--- src/rtl/pass_entry.sv ---
// pass_entry: keypad front-end turning synchronised key presses into pass_data/request/confirm for the gate FSM
module pass_entry #(
  parameter int TIMEOUT_CYCLES = 50,
  parameter int SYNC_STAGES = 2
) (
  input  logic       clk,
  input  logic       rst,
  input  logic       key_press,
  input  logic [3:0] key_code,
  output logic [3:0] pass_data,
  output logic       request,
  output logic       confirm,
  output logic [1:0] entry_state
);
  localparam int CW = (TIMEOUT_CYCLES > 2) ? $clog2(TIMEOUT_CYCLES) : 1;
  typedef enum logic [1:0] {IDLE = 2'd0, ENTRY = 2'd1, CONFIRM = 2'd2, BAD = 2'd3} state_t;
  state_t state, state_n;
  logic [SYNC_STAGES-1:0] sync;
  logic prev, kp, is_data, is_clr, is_ent;
  logic [3:0] data_n;
  logic req_n, conf_n;
  logic [CW-1:0] cnt, cnt_n;
  assign kp = sync[SYNC_STAGES-1] & ~prev;
  assign is_data = kp && (key_code <= 4'hB);
  assign is_clr = kp && (key_code == 4'hC);
  assign is_ent = kp && (key_code == 4'hE);
  assign entry_state = state;
  always_ff @(posedge clk) begin
    if (rst) begin
      sync <= '0;
      prev <= 1'b0;
      state <= IDLE;
      pass_data <= 4'h0;
      request <= 1'b0;
      confirm <= 1'b0;
      cnt <= '0;
    end else begin
      sync <= {sync[SYNC_STAGES-2:0], key_press};
      prev <= sync[SYNC_STAGES-1];
      state <= state_n;
      pass_data <= data_n;
      request <= req_n;
      confirm <= conf_n;
      cnt <= cnt_n;
    end
  end
  // Ignored codes (D/F) count as idle cycles, so they cannot hold an entry open.
  always_comb begin
    state_n = state;
    data_n = pass_data;
    req_n = request;
    conf_n = 1'b0;
    cnt_n = cnt;
    case (state)
      IDLE: if (is_data) begin
        state_n = ENTRY;
        data_n = key_code;
        req_n = 1'b1;
        cnt_n = '0;
      end
      ENTRY: if (is_data) begin
        data_n = key_code;
        cnt_n = '0;
      end else if (is_clr) begin
        data_n = 4'h0;
        req_n = 1'b0;
        state_n = IDLE;
      end else if (is_ent) begin
        state_n = CONFIRM;
        conf_n = 1'b1;
      end else if (cnt == CW'(TIMEOUT_CYCLES - 1)) begin
        data_n = 4'h0;
        req_n = 1'b0;
        state_n = IDLE;
      end else begin
        cnt_n = cnt + CW'(1);
      end
      CONFIRM: begin
        state_n = IDLE;
        req_n = 1'b0;
      end
      default: begin
        state_n = IDLE;
        data_n = 4'h0;
        req_n = 1'b0;
        cnt_n = '0;
      end
    endcase
  end
endmodule

--- config.mk ---
export PLATFORM = sky130hd
export DESIGN_NAME = pass_entry
export DESIGN_NICKNAME = d
export VERILOG_FILES = /design/src/rtl/pass_entry.sv
export SDC_FILE = /design/constraint.sdc
export NUM_CORES = 1
export LEC_CHECK = 0
export CAP_MARGIN = 20
export CORE_MARGIN = 8
export CORE_UTILIZATION = 48
export CTS_BUF_LIST = sky130_fd_sc_hd__clkbuf_4 sky130_fd_sc_hd__clkbuf_8
export DETAILED_ROUTE_END_ITERATION = 8
export HOLD_SLACK_MARGIN = 0.06
export PLACE_DENSITY = 0.8
export SETUP_SLACK_MARGIN = 0.4
export SYNTH_ARGS = -nofsm -noshare
export SYNTH_HDL_FRONTEND = slang
export SYNTH_SLANG_ARGS = --single-unit
--- constraint.sdc ---
create_clock -name clk -period 1.35 [get_ports clk]
set_input_delay 0.135 -clock clk [delete_from_list [all_inputs] [get_ports clk]]
set_output_delay 0.135 -clock clk [all_outputs]
set_load 0.005 [all_outputs]
==> reports/qor.csv, run 1 <==
metric,value,unit
status,"finished, violations left",
failed_checks,negative setup slack,
slowest_stage,or4_4,
startpoint_type,register,
clock-root-buffer,clkbuf_4,
track_usage,0.167,
die-area,3320,µm²
clk_pin_slew,0.09,ns
required,1.56,ns
final_common_cell,buf_4,
netlist_area,832,µm²
setup_tns,-1.01,ns
rows,15,
die_y,57.6,µm
hpwlAfterDp,1720,µm
cap_violations,0,
yosys_register_bits,17,
grt_pass1_wl,4240,µm
switchingPower,0.272,mW
grt-ovfl-total,0,
die_w,57.6,µm
cellLeakagePower,0.581,nW
area_growth,60.8,%
nets,144,
fin_crit_sh,1.11,
p_int,0.742,mW
initial_core_util,0.498,
clock-sinks,17,
power_frac_comb,0.170,
ys_top_cells_by_area,"dfxtp_1 41%, a22o_1 4.2%, nor2_1 4.1%",
fmax,0.670,GHz
arrival,1.70,ns
critPathBufInv,0,
cp_cell_sequence,"nand2b_4, or4_4, o2111ai_4, o31ai_4, a22o_1",
antenna_found_initial,0,
diodes,0,
drt-initial-drc-count,32,
ant_nets,0,
grt_max_degree,10,
fin_crit,1.49,ns
viasPerCell,6.05,
fp.coreArea,1670,µm²
seq_area_frac_synth,0.409,
netlist.area_leader.share,0.409,
hold_class,in -> reg,
wire_per_inst,18.3,µm
power_frac_clock,0.311,
vias,914,
gp_congestion,0.835,
yosysWarnings,0,
syn-instance-count,92,
avgSynthCellArea,9.04,µm²
setup_viol,10,
fin_worst_skew,0.00724,ns
slew_violations,0,
clk_path_buf_depth,2,
grt_pass1_vias,904,
wirelength,2770,µm
drive_gt1_frac,0.567,
switching_share,0.268,
irDropWorstVdd,643,µV
cts_tree,built,
synth.distinct_cells,30,
hold_violations,0,
maxSlewHeadroom,0.807,
ios,15,
synth_top_area_cell,dfxtp_1,
cts_buffers,3,
rsz0062_at_grt,yes,
dp_slack,-0.417,ns
crit_type,reg -> reg,
finalWorstSetupSlack,-0.144,ns
htree_levels,1,
drc,0,
synthesis.nets,101,
crit_family,simple AND/OR/NAND/NOR gates,
most-common-layout-cells,"27 x buf_4, 10 x dfxtp_2, 6 x dfxtp_1, 6 x buf_2, 5 x nor2_1",
power_density,758,nW/µm²
firstDrtPassIters,4,
insertion_delay,0.32,ns
seqPwrFrac,0.519,
port_buffers,14,
worstSetupEndpointType,register,
slowest_delay,0.44,ns
tightest_slew,0.288,ns
critPathMaxFanout,4,
==> power groups by stage <==
| stage | Sequential (mW) | Combinational [mW] | Clock [mW] |
|---|---|---|---|
| final | 0.526 | 0.173 | 0.315 |
| after global routing | 0.528 | 0.183 | 0.331 |
| after CTS | 0.528 | 0.163 | 0.304 |
| after detailed placement | 0.539 | 0.148 | 0 |
| after global placement | 0.538 | 0.143 | 0 |
| after floorplan | 0.539 | 0.0676 | 0 |
==> per-layer routing <==
layer,up-vias,GRT usage,wire (µm)
li1,428,-,-
met1,440,0.170,1140
met2,34,0.285,1360
met3,12,0.0574,167
met4,0,0.107,104
met5,-,0,0
==> logic make-up (layout without fill, tap and decap cells) <==
logic type / after synthesis / after routing / share of synthesized area
and+or+nand+nor: 36 / 36 / 0.256
adders and majority gates: 2 / 2 / 0.0301
AOI/OAI and AO/OA: 27 / 27 / 0.236
DFF: 17 / 17 / 0.409
buffers and inverters: 8 / 50 / 0.0421
muxes: 2 / 2 / 0.0271
==> worst register-to-register path: stages, from the launching register on <==
cell and delay, ns:
dfxtp_2 0.33, nand2b_4 0.16, or4_4 0.44, o2111ai_4 0.10
o31ai_4 0.13, a22o_1 0.23
==> flip-flops by register name (all words and copies together), names as in the netlist <==
| name | cells |
|---|---|
| prev | 1 |
| request | 1 |
| entry_state | 2 |
| sync | 2 |
| confirm | 1 |
| pass_data | 4 |
| cnt | 6 |
==> final cells by class <==
class	instances	area [µm²]
fillers	96	333
inverters	4	15.0
clock buffers	4	30.0
well taps	17	21.3
flip-flops and latches	17	357
multi-input cells	67	582
repair buffers	42	333
==> Yosys cell counts <==
cell type,count
dfxtp_1,17
nor2_1,9
a21oi_1,5
nor2b_1,5
a22o_1,4
a31oi_1,4
inv_1,4
nand4_1,4
o21ai_0,4
and4_1,3
buf_2,3
nand2_1,3
nor3_1,3
and2_1,2
ha_1,2
mux2_2,2
nand3_1,2
nor3_2,2
o211ai_1,2
o21ai_1,2
a211o_1,1
a211oi_2,1
a32o_1,1
and3_1,1
clkbuf_2,1
nand2b_4,1
o2111ai_2,1
o31ai_1,1
o31ai_2,1
or4_1,1
==> through the flow <==
stage / std cells / hold WS (ns) / util / cell area [µm²] / power, mW
after CTS: 149 / 0.398 / 0.780 / 1300 / 0.995
after floorplan: 92 / 0.260 / - / 897 / 0.607
after detailed placement: 141 / 0.430 / 0.708 / 1180 / 0.687
after global placement: 141 / 0.425 / 0.708 / 1180 / 0.680
final: 151 / 0.118 / 0.801 / 1340 / 1.01
after global routing: 151 / 0.143 / 0.801 / 1340 / 1.04
==> final timing paths <==
kind / startpoint / endpoint / slack (ns) / depth (start not counted)
worst min register to register: sync[0]$_SDFF_PP0_ / sync[1]$_SDFF_PP0_ / 0.45 / 1
worst min-delay path: key_code[2] / pass_data[2]$_SDFFE_PP0P_ / 0.12 / 2
worst max register to register: prev$_SDFF_PP0_ / pass_data[2]$_SDFFE_PP0P_ / -0.14 / 5
worst max-delay path: prev$_SDFF_PP0_ / pass_data[2]$_SDFFE_PP0P_ / -0.14 / 5
==> repair_timing <==
| action | CTS | global route |
|---|---|---|
| pin swaps | 4 | 3 |
| gates resized for setup | 47 | 12 |
| endpoints found under the setup margin | 22 | 17 |
| hold buffers | 0 | 0 |
| cloned | 0 | 0 |
| buffers inserted | 4 | 2 |
Note: power is estimated with default switching activity, not from simulation.
==> inputs of run 2 (changes only) <==
--- a/config.mk
+++ b/config.mk
@@ -10,6 +10,7 @@
 export CORE_UTILIZATION = 48
 export CTS_BUF_LIST = sky130_fd_sc_hd__clkbuf_4 sky130_fd_sc_hd__clkbuf_8
 export DETAILED_ROUTE_END_ITERATION = 8
+export GPL_TIMING_DRIVEN = 0
 export HOLD_SLACK_MARGIN = 0.06
 export PLACE_DENSITY = 0.8
 export SETUP_SLACK_MARGIN = 0.4
==> run 2 against run 1 <==
  * The run still ends with negative setup slack left
  * Die area is the same
  * Critical path depth did not move
  * First-iteration DRC count is 25% higher
  * Worst hold slack better by 0.15 ns
  * Sequential power hardly changed
  * Clock-buffer cell count is the same
==> reports/qor.csv, run 2 (synthesis gave the netlist of run 1 again) <==
metric,value,unit,change
status,"finished, violations left",,unchanged
failed_checks,negative setup slack,,unchanged
fin_crit,1.54,ns,was 1.49 ns
startpoint_type,input pin,,was register
area_growth,60.0,%,was 60.8%
diodes,0,,unchanged
clk_path_buf_depth,2,,unchanged
largest-register,cnt,,unchanged
arrival,1.74,ns,was 1.70 ns
critPathBufInv,1,,was 0
reg_top3,"cnt (6), pass_data (4)",,unchanged
power_frac_comb,0.171,,was 0.170
clk_pin_slew,0.09,ns,about the same
ios,15,,unchanged
critPathMaxFanout,4,,unchanged
cellLeakagePower,0.548,nW,was 0.581 nW
fp.coreArea,1670,µm²,unchanged
initial_core_util,0.498,,unchanged
hold_buffers,0,,unchanged
power,0.996,mW,was 1.01 mW
rsz0062_at_grt,yes,,unchanged
slew_violations,0,,unchanged
firstDrtPassIters,4,,unchanged
track_usage,0.138,,was 0.167
tightest_slew,0.395,ns,was 0.288 ns
clock-sinks,17,,unchanged
largest_register_ffs,6,,unchanged
p_int,0.733,mW,was 0.742 mW
grt_max_degree,11,,was 10
antenna_found_initial,0,,unchanged
nets,138,,was 144
seqPwrFrac,0.526,,was 0.519
cap_violations,0,,unchanged
cp_cell_sequence,"clkdlybuf4s50_1, or4_4, o2111ai_4, o31ai_4, a22o_1",,"was nand2b_4, or4_4, o2111ai_4, o31ai_4, a22o_1"
wire_per_inst,19.0,µm,was 18.3 µm
final_common_cell,buf_4,,unchanged
switchingPower,0.263,mW,was 0.272 mW
die-area,3320,µm²,unchanged
required,1.55,ns,was 1.56 ns
switching_share,0.264,,was 0.268
most-common-layout-cells,"16 x buf_4, 9 x dfxtp_2, 8 x buf_2, 5 x nor2_1, 5 x dfxtp_1",,"was 27 x buf_4, 10 x dfxtp_2, 6 x dfxtp_1, 6 x buf_2, 5 x nor2_1"
fmax,0.650,GHz,was 0.670 GHz
fin_cells,145,,was 151
crit_type,in -> reg,,was reg -> reg
irDropWorstVdd,509,µV,was 643 µV
maxSlewHeadroom,0.735,,was 0.807
gp_congestion,0.811,,was 0.835
port_buffers,14,,unchanged
power_frac_clock,0.303,,was 0.311
crit_family,simple AND/OR/NAND/NOR gates,,unchanged
clock-root-buffer,clkbuf_4,,unchanged
drc,0,,unchanged
dp.cells,123,,was 141
hold_class,in -> reg,,unchanged
cts_tree,built,,unchanged
grt_pass1_wl,3590,µm,was 4240 µm
worstSetupEndpointType,register,,unchanged
fin_worst_skew,0.00271,ns,was 0.00724 ns
drt-initial-drc-count,40,,was 32
grt_pass1_vias,774,,was 904
crit-reg2reg-launch,prev$_SDFF_PP0_,,unchanged
drive_gt1_frac,0.555,,was 0.567
die_w,57.6,µm,unchanged
ant_nets,0,,unchanged
htree_levels,1,,unchanged
worstHoldStart,key_code[3],,was key_code[2]
rows,15,,unchanged
hpwlAfterDp,1380,µm,was 1720 µm
slowest_stage,or4_4,,unchanged
fin_crit_sh,1.14,,was 1.11
setup_viol,11,,was 10
cts_buffers,3,,unchanged
die_y,57.6,µm,unchanged
worstSetupStartpoint,key_code[0],,was prev$_SDFF_PP0_
wirelength,2750,µm,was 2770 µm
viasPerCell,6.35,,was 6.05
slowest_delay,0.62,ns,was 0.44 ns
finalWorstSetupSlack,-0.189,ns,was -0.144 ns
grt-ovfl-total,0,,unchanged
power_density,748,nW/µm²,was 758 nW/µm²
vias,921,,was 914
insertion_delay,0.30,ns,was 0.32 ns
hold_violations,0,,unchanged
fillers,105,,was 96
==> run 2: power by group through the flow <==
stage	registers [mW]	logic, mW	clock network, mW
final	0.524	0.170	0.302
after global routing	0.525	0.181	0.313
after CTS	0.528	0.139	0.302
after detailed placement	0.540	0.122	0
after global placement	0.539	0.120	0
after floorplan	0.539	0.0676	0
==> run 2: cell type report <==
cell class              count  area (µm²)  area share
flip-flops and latches     17         363       0.273
multi-input cells          67         609       0.458
repair buffers             32         248       0.186
inverters                   4        17.5      0.0132
well taps                  17        21.3      0.0160
clock buffers               4        30.0      0.0226
plain buffers               4        42.5      0.0320
==> run 2: worst reg2reg max path: stages (launching register included) <==
cell	delay (ns)
dfxtp_2	0.33
nand2b_4	0.17
or4_4	0.47
o2111ai_4	0.10
o31ai_4	0.12
a22o_1	0.23
==> run 2: repair_timing <==
action,CTS,global route
setup endpoints to repair,22,16
resized for setup,45,25
buffers inserted,9,9
pin swaps,7,10
==> run 2: worst paths after layout <==
| path | end | slack [ns] | depth (start not counted) |
|---|---|---|---|
| setup / recovery | pass_data[2]$_SDFFE_PP0P_ | -0.19 | 5 |
| hold / removal | pass_data[3]$_SDFFE_PP0P_ | 0.27 | 2 |
| setup reg to reg | pass_data[2]$_SDFFE_PP0P_ | -0.18 | 5 |
| hold reg to reg | sync[1]$_SDFF_PP0_ | 0.45 | 1 |
==> run 2: layer usage <==
layer	share of wire	global-route usage	up-vias	routed length [µm]
li1	-	-	417	-
met1	0.42	0.160	450	1160
met2	0.47	0.215	47	1310
met3	0.080	0.0419	7	221
met4	0.024	0.0857	0	67
met5	0	0	-	0
==> run 2: per-stage QoR <==
stage	setup TNS (ns)	hold slack, ns	cell area, µm²	util	setup slack (ns)
floorplan	-0.347	0.260	897	-	-0.0810
global placement	-3.97	0.425	1060	0.634	-0.442
detailed placement	-4.16	0.444	1060	0.634	-0.449
CTS	-0.745	0.256	1190	0.710	-0.120
global route	-1.87	0.285	1330	0.797	-0.238
finish	-1.26	0.272	1330	0.797	-0.189
==> inputs of run 3 (changes only) <==
--- a/config.mk
+++ b/config.mk
@@ -7,12 +7,12 @@
 export LEC_CHECK = 0
 export CAP_MARGIN = 20
 export CORE_MARGIN = 8
-export CORE_UTILIZATION = 48
+export CORE_UTILIZATION = 55
 export CTS_BUF_LIST = sky130_fd_sc_hd__clkbuf_4 sky130_fd_sc_hd__clkbuf_8
 export DETAILED_ROUTE_END_ITERATION = 8
 export GPL_TIMING_DRIVEN = 0
 export HOLD_SLACK_MARGIN = 0.06
-export PLACE_DENSITY = 0.8
+export PLACE_DENSITY = 0.9
 export SETUP_SLACK_MARGIN = 0.4
 export SYNTH_ARGS = -nofsm -noshare
 export SYNTH_HDL_FRONTEND = slang
==> constraint.sdc (replaced) <==
create_clock -name clk -period 2 [get_ports clk]
set_input_delay 0.2 -clock clk [delete_from_list [all_inputs] [get_ports clk]]
set_output_delay 0.2 -clock clk [all_outputs]
set_load 0.005 [all_outputs]
==> run 3 against run 2 <==
  * The flow now finishes without violations
  * Total power decreased by 35%
  * Sequential share of layout area increased by 2.9 points
  * Final area fell by 14%
  * Clock skew rose by 0.0031 ns
  * Worst hold slack got worse by 0.029 ns
  * Clock power shrank 36%
  * Critical endpoint is now cnt[4]$_SDFFE_PP0P_
  * Largest cell class unchanged
==> reports/qor.csv, run 3 (synthesis gave the netlist of run 1 again) <==
metric,value,unit,change
largest-register,cnt,,unchanged
nets,126,,was 138
wirelength,2200,µm,was 2750 µm
ff2ff_path_depth,6,,was 5
die_y,54.9,µm,was 57.6 µm
power,0.643,mW,was 0.996 mW
hold_violations,0,,unchanged
hold_class,in -> reg,,unchanged
setup_viol,0,,was 11
required,2.24,ns,was 1.55 ns
clk_path_buf_depth,2,,unchanged
area_growth,37.3,%,was 60.0%
port_buffers,14,,unchanged
grt-ovfl-total,0,,unchanged
tightest_slew,0.446,ns,was 0.395 ns
cts_buffers,3,,unchanged
ios,15,,unchanged
insertion_delay,0.30,ns,about the same
diodes,0,,unchanged
fmax,0.630,GHz,
critPathMaxFanout,9,,was 4
holdPathStages,2,,unchanged
slew_violations,0,,unchanged
cts_tree,built,,unchanged
fin_worst_skew,0.00582,ns,was 0.00271 ns
gp_congestion,0.868,,was 0.811
irDropWorstVdd,427,µV,was 509 µV
switching_share,0.268,,was 0.264
fillers,99,,was 105
fin_crit_sh,0.793,,
holdWs,0.242,ns,was 0.272 ns
viasPerCell,6.36,,was 6.35
fp.coreArea,1450,µm²,was 1670 µm²
cap_violations,0,,unchanged
rsz0062_at_grt,yes,,unchanged
rows,14,,was 15
startpoint_type,register,,was input pin
initial_core_util,0.572,,was 0.498
fin_crit,1.59,ns,
cellLeakagePower,0.456,nW,was 0.548 nW
p_int,0.471,mW,was 0.733 mW
grt_max_degree,11,,unchanged
power_density,563,nW/µm²,was 748 nW/µm²
arrival,1.82,ns,was 1.74 ns
maxSlewHeadroom,0.702,,was 0.735
status,completed,,"was finished, violations left"
antenna_found_initial,0,,unchanged
grt_pass1_wl,3130,µm,was 3590 µm
die-area,3010,µm²,was 3320 µm²
switchingPower,0.172,mW,was 0.263 mW
power_frac_comb,0.147,,was 0.171
vias,839,,was 921
reg_top3,"cnt (6), pass_data (4)",,unchanged
crit_type,reg -> reg,,was in -> reg
clock-sinks,17,,unchanged
most-common-layout-cells,"14 x dfxtp_1, 11 x clkdlybuf4s50_1, 6 x nor2_1, 6 x buf_4",,"was 16 x buf_4, 9 x dfxtp_2, 8 x buf_2, 5 x nor2_1, 5 x dfxtp_1"
dp_slack,0.0853,ns,was -0.449 ns
die_w,54.9,µm,was 57.6 µm
worstSetupEndpointType,register,,unchanged
drt-initial-drc-count,15,,was 40
seqPwrFrac,0.553,,was 0.526
power_frac_clock,0.300,,was 0.303
firstDrtPassIters,4,,unchanged
largest_register_ffs,6,,unchanged
clock-root-buffer,clkbuf_4,,unchanged
htree_levels,1,,unchanged
drc,0,,unchanged
grt_pass1_vias,656,,was 774
finalWorstSetupSlack,0.413,ns,was -0.189 ns
clk_pin_slew,0.11,ns,was 0.09 ns
final_common_cell,dfxtp_1,,was buf_4
ant_nets,0,,unchanged
wire_per_inst,16.6,µm,was 19.0 µm
track_usage,0.140,,was 0.138
setup_tns,0,ns,was -1.26 ns
hpwlAfterDp,1310,µm,was 1380 µm
drive_gt1_frac,0.276,,was 0.555
-- run 3: cell types whose count changed in the layout (fill, tap and decap cells not counted), sizes merged --
cell,change
clkbuf,-1
dlygate4sd2,-2
clkinv,+1
dlymetal6s2s,+2
clkdlybuf4s50,+7
buf,-19
-- run 3: path summary, 6_finish.rpt --
path	slack [ns]	endpoint	from
setup reg to reg	0.41	cnt[4]$_SDFFE_PP0P_	entry_state[1]$_SDFFE_PP0P_
setup / recovery	0.41	cnt[4]$_SDFFE_PP0P_	entry_state[1]$_SDFFE_PP0P_
hold reg to reg	0.45	sync[1]$_SDFF_PP0_	sync[0]$_SDFF_PP0_
hold / removal	0.24	pass_data[2]$_SDFFE_PP0P_	key_code[2]
-- run 3: final cells by class --
| type | count | area [µm²] | share of cell area |
|---|---|---|---|
| repair buffers | 20 | 193 | 0.169 |
| clock inverters | 1 | 5.00 | 0.00438 |
| plain buffers | 4 | 20.0 | 0.0175 |
| flip-flops and latches | 17 | 344 | 0.301 |
| well taps | 16 | 20.0 | 0.0175 |
| inverters | 4 | 15.0 | 0.0131 |
| clock buffers | 3 | 22.5 | 0.0197 |
| multi-input cells | 67 | 523 | 0.458 |
-- run 3: power by group through the flow --
| stage | combinational, mW | sequential, mW | clock [mW] |
|---|---|---|---|
| 2_1_floorplan | 0.0408 | 0.363 | 0 |
| 3_3_place_gp | 0.0746 | 0.362 | 0 |
| 3_5_place_dp | 0.0768 | 0.363 | 0 |
| 4_1_cts | 0.0795 | 0.355 | 0.189 |
| 5_1_grt | 0.101 | 0.357 | 0.209 |
| 6_report | 0.0948 | 0.356 | 0.193 |
-- run 3: critical path: stages, from the launching register on --
cell      delay [ns]
dfxtp_1         0.32
buf_2           0.19
nor2_4          0.16
o211ai_1        0.22
nor3_2          0.35
nand4_1         0.15
o21ai_1         0.14
-- run 3: through the flow --
step                std cells  cell area, µm²  utilization
floorplan                  92             832            -
global placement          122             992        0.682
detailed placement        122             992        0.682
CTS                       127            1040        0.715
global route              132            1140        0.786
finish                    132            1140        0.786
-- run 3: metal layers --
layer  share of wire  vias to the layer above  wire length, µm  track usage
li1                -                      392                -            -
met1            0.41                      395              898        0.177
met2            0.46                       43             1020        0.221
met3           0.096                        9              210       0.0294
met4           0.031                        0               68       0.0720
met5               0                        -                0            0
-- run 3: repair_timing --
| item | CTS | global route |
|---|---|---|
| endpoints found under the setup margin | 5 | 9 |
| setup buffers | 1 | 5 |
| pin swaps | 1 | 7 |
| resized for setup | 3 | 18 |
| hold buffers | 0 | 0 |
